===== config.mk =====
export PLATFORM = sky130hd
export DESIGN_NAME = wb_arbiter2
export DESIGN_NICKNAME = d
export VERILOG_FILES = /design/src/rtl/wb_arbiter2.sv
export SDC_FILE = /design/constraint.sdc
export NUM_CORES = 1
export LEC_CHECK = 0
export ABC_AREA = 1
export BUFFER_PORTS_ARGS = -buffer_cell sky130_fd_sc_hd__buf_2
export CELL_PAD_IN_SITES_DETAIL_PLACEMENT = 1
export CELL_PAD_IN_SITES_GLOBAL_PLACEMENT = 2
export CORE_UTILIZATION = 19
export DETAILED_ROUTE_END_ITERATION = 7
export PLACE_DENSITY = 0.89
export SLEW_MARGIN = 5
export SYNTH_ARGS = -nofsm -noshare
export SYNTH_HDL_FRONTEND = slang
export SYNTH_SLANG_ARGS = --single-unit

===== constraint.sdc =====
create_clock -name clk -period 2 [get_ports clk]
set_input_delay 0.2 -clock clk [delete_from_list [all_inputs] [get_ports clk]]
set_output_delay 0.2 -clock clk [all_outputs]
set_load 0.005 [all_outputs]

===== src/rtl/wb_arbiter2.sv =====
// Two-master Wishbone-classic arbiter in front of a single slave port.
// Registers the winning request, holds the grant until ack, and kills hung cycles with a timeout.
module wb_arbiter2 #(
  parameter int AW        = 15,
  parameter int DW        = 32,
  parameter int TOW       = 6,
  parameter bit FIXED_PRI = 1'b0
) (
  input  logic          clk,
  input  logic          rst_n,
  input  logic [AW-1:0] m0_adr_i,
  input  logic [DW-1:0] m0_dat_i,
  input  logic          m0_we_i,
  input  logic          m0_stb_i,
  output logic [DW-1:0] m0_dat_o,
  output logic          m0_ack_o,
  input  logic [AW-1:0] m1_adr_i,
  input  logic [DW-1:0] m1_dat_i,
  input  logic          m1_we_i,
  input  logic          m1_stb_i,
  output logic [DW-1:0] m1_dat_o,
  output logic          m1_ack_o,
  output logic [AW-1:0] s_adr_o,
  output logic [DW-1:0] s_dat_o,
  output logic          s_we_o,
  output logic          s_stb_o,
  input  logic [DW-1:0] s_dat_i,
  input  logic          s_ack_i,
  output logic          grant_o,
  output logic          tmo_o
);

  typedef enum logic {IDLE, BUSY} state_t;

  // Counter starts at 0 in the first BUSY cycle, so this value marks the 2**TOW-1'th BUSY cycle.
  localparam logic [TOW-1:0] CNT_LAST = {TOW{1'b1}} - TOW'(1);

  state_t          state, state_nxt;
  logic [TOW-1:0]  cnt;
  logic            win, start, gnt_stb, tmo_hit, done, ack_any;
  logic [DW-1:0]   rdata;

  always_comb begin
    state_nxt = state;
    win       = grant_o;
    start     = 1'b0;
    done      = 1'b0;
    gnt_stb   = grant_o ? m1_stb_i : m0_stb_i;
    tmo_hit   = (cnt == CNT_LAST);
    case (state)
      IDLE: begin
        if (m0_stb_i && m1_stb_i) win = FIXED_PRI ? 1'b0 : ~grant_o;
        else                      win = m1_stb_i;
        start = m0_stb_i | m1_stb_i;
        if (start) state_nxt = BUSY;
      end
      BUSY: begin
        done = s_ack_i | tmo_hit | ~gnt_stb;
        if (done) state_nxt = IDLE;
      end
      default: state_nxt = IDLE;
    endcase

    // A real ack wins over a coincident timeout; reset suppresses any completion.
    ack_any  = rst_n && (state == BUSY) && (s_ack_i || tmo_hit);
    tmo_o    = rst_n && (state == BUSY) && tmo_hit && !s_ack_i;
    rdata    = s_ack_i ? s_dat_i : '1;
    m0_ack_o = ack_any & ~grant_o;
    m1_ack_o = ack_any & grant_o;
    m0_dat_o = m0_ack_o ? rdata : '0;
    m1_dat_o = m1_ack_o ? rdata : '0;
  end

  always_ff @(posedge clk) begin
    if (!rst_n) begin
      state   <= IDLE;
      s_stb_o <= 1'b0;
      s_we_o  <= 1'b0;
      s_adr_o <= '0;
      s_dat_o <= '0;
      grant_o <= 1'b1;
      cnt     <= '0;
    end else begin
      state <= state_nxt;
      if (start) begin
        grant_o <= win;
        s_stb_o <= 1'b1;
        cnt     <= '0;
        s_adr_o <= win ? m1_adr_i : m0_adr_i;
        s_dat_o <= win ? m1_dat_i : m0_dat_i;
        s_we_o  <= win ? m1_we_i  : m0_we_i;
      end
      if (state == BUSY) begin
        cnt <= cnt + TOW'(1);
        if (done) begin
          s_stb_o <= 1'b0;
          s_we_o  <= 1'b0;
        end
      end
    end
  end

endmodule


==> qor.yml <==
ys_warn_count: 0
drc: 0
max_freq_mhz: 504
synth_cell_types: 27
fin_setup_tns_ps: 0
clk_pin_slew_ps: 60
peakVddDrop_mv: 0.338
gp_congestion: 0.702
h-tree-depth: 3
p_comb_share_pct: 23.1
synth.top_cells.by_area: "dfxtp_1 38%, a21oi_1 19%, o21ai_0 9.4%"
synth-adder-area-share_pct: 0.824
switching_power_mw: 1.08
final_common_cell: "buf_2"
syn_avg_cell_area_um2: 6.72
start_util_pct: 19.7
crit_required_ps: 1800
fill_cells: 1994
post_drt_wl_per_cell_um: 14.9
crit_fanout: 8
io_buffers: 249
setup_slack_ps: 13.9
grt_usage_pct: 15.1
rsz0062_at_grt: "true"
setup_viol: 0
status: "completed"
power_density_mw_per_mm2: 710
critPathKind: "reg2out"
holdWs_ps: 118
synth.area.mux_share_pct: 0
synth_xor_area_share_pct: 0
cts_sinks: 57
ant_nets: 0
grt_max_degree: 66
dr.pass1.iters: 4
grt_overflow_total: 0
power_switching_share_pct: 30.0
io_pins: 250
cts_tree: "yes"
ys_ff_latch: 57
fin_cells: 905
core_area_mm2: 0.0154
dp_hpwl_mm: 9.22
max_cap_viol_count: 0
slew_violations: 0
final_cell_area_mm2: 0.00507
cp.arrival_ps: 1790
mostFrequentLayoutCells: "249 x buf_2, 83 x a21oi_1, 67 x nand2_1, 57 x o21ai_0, 54 x dfxtp_1"
finalCritPeriodShare_pct: 99.3
pre_cts_ws_ps: 369
ys_seq_area_share_pct: 37.6
cts_buffers: 9
vias_per_cell: 4.42
synth_compound_area_share_pct: 36.1
clk_latency_ps: 320
drive_gt1_share_pct: 47.5
synth_top_family_by_area: "compound AO/OA/AOI/OAI gates"
clock_path_buffers: 2
p_int_mw: 2.52
drtIter0Drc: 79
worst_slew_pin_slew_ps: 356
multiInputGateArea_mm2: 0.00166
fin_nets: 823
rows: 45
grt_first_pass_wirelength_mm: 19.4
die_h_um: 128
cp-end-kind: "primary output"
p_clk_share_pct: 40.0
syn-cell-area_mm2: 0.00304
syn_to_final_growth_pct: 66.9
syn_inst: 452
clockRootBuffer: "clkbuf_16"
p_leak_nw: 2.62
fin_skew_ps: 7.11
regArea_mm2: 0.00115
finalHoldViolCount: 0
die_w_um: 128
grt_pass1_vias: 3919
slew_headroom_pct: 76.3
synthesis.nets: 587
place_area_mm2: 0.00451
p_seq_share_pct: 36.9
yosys.area_share.simple_pct: 12.4
dp.cells: 881
finalCriticalPeriod_ps: 1990
synth.largest_area_cell: "dfxtp_1"
hp-class: "in2reg"
wl_mm: 13.5
vias: 4004
synth_top_area_share_pct: 37.6
start_kind: "flip-flop"
dieArea_mm2: 0.0165
antenna_found_initial: 1
## power by group through the flow
| stage | registers [mW] | logic [mW] | clock network (mW) |
|---|---|---|---|
| floorplan | 1.35 | 0.376 | 0 |
| global placement | 1.34 | 0.800 | 0 |
| detailed placement | 1.35 | 0.805 | 0 |
| CTS | 1.33 | 0.807 | 1.48 |
| global route | 1.35 | 0.926 | 1.55 |
| finish | 1.33 | 0.831 | 1.44 |
## through the flow
step | utilization (%) | power, mW
final | 32.9 | 3.60
after global routing | 32.9 | 3.82
after CTS | 31.1 | 3.62
after detailed placement | 29.2 | 2.16
after global placement | 29.2 | 2.14
after floorplan | - | 1.73
## area by class of cell
| class | count | area share, % |
|---|---|---|
| Antenna cell | 1 | 0.0493 |
| Clock inverter | 5 | 0.592 |
| Tap cell | 211 | 5.21 |
| Timing Repair Buffer | 265 | 30.3 |
| Inverter | 48 | 3.55 |
| Clock buffer | 11 | 4.98 |
| Sequential cell | 57 | 22.6 |
| Multi-Input combinational cell | 307 | 32.6 |
## synthesized netlist by cell type
| cell type | number |
|---|---|
| a211oi_1 | 1 |
| a21oi_1 | 115 |
| buf_1 | 1 |
| buf_2 | 14 |
| buf_4 | 4 |
| buf_6 | 4 |
| clkbuf_1 | 14 |
| clkbuf_2 | 2 |
| clkbuf_4 | 1 |
| dfxtp_1 | 57 |
| ha_1 | 2 |
| inv_1 | 46 |
| inv_2 | 2 |
| nand2_1 | 69 |
| nand2_2 | 1 |
| nand3_1 | 8 |
| nand3_4 | 1 |
| nand3b_1 | 1 |
| nor2_1 | 6 |
| nor2_2 | 1 |
| nor3_1 | 2 |
| nor3b_1 | 1 |
| o211ai_1 | 1 |
| o21ai_0 | 57 |
| o21ai_1 | 39 |
| o21ai_2 | 1 |
| o21ai_4 | 1 |
## repair_timing
| action | 4_1_cts | 5_1_grt |
|---|---|---|
| setup buffers | 0 | 3 |
| gates resized for setup | 0 | 45 |
| setup endpoints to repair | 0 | 66 |
| hold endpoints to repair | 0 | 0 |
| hold buffers | 0 | 0 |
## final timing paths
check / slack, ps / depth (start not counted) / start / end
max: 10 / 11 / cnt[0]$_SDFFE_PN0P_ / m0_dat_o[12]
min: 120 / 3 / m1_adr_i[14] / s_adr_o[14]$_SDFFE_PN0P_
max reg2reg: 510 / 6 / grant_o$_SDFFE_PN1P_ / s_dat_o[12]$_SDFFE_PN0P_
min reg2reg: 450 / 2 / s_dat_o[26]$_SDFFE_PN0P_ / s_dat_o[26]$_SDFFE_PN0P_
## critical path: stages (launching register included)
cell and delay, ps:
dfxtp_2 320, inv_2 70, ha_4 120, inv_2 30, nor2_1 80, nand2_1 100
nand2_2 100, nand3b_1 100, buf_6 150, clkbuf_16 170, a21oi_2 100, buf_2 130
## layer usage
| layer | share of wire, % | GRT usage, % |
|---|---|---|
| met5 | 0 | 0 |
| met4 | 1.0 | 4.64 |
| met3 | 9.7 | 5.24 |
| met2 | 50 | 27.5 |
| met1 | 40 | 16.2 |
## cell families (layout without fill, tap and decap cells)
group / Yosys count / in the layout
other: 0 / 1
DFF: 57 / 57
and+or+nand+nor: 90 / 90
adders and majority gates: 2 / 2
AOI/OAI and AO/OA: 215 / 215
buffers and inverters: 88 / 329
## sequential cells by signal, indices dropped and copies added, names as in the netlist
signal,cells
s_adr_o,15
state,1
grant_o,1
cnt,6
s_we_o,1
s_stb_o,1
s_dat_o,32
Note: power is estimated with default switching activity, not from simulation.
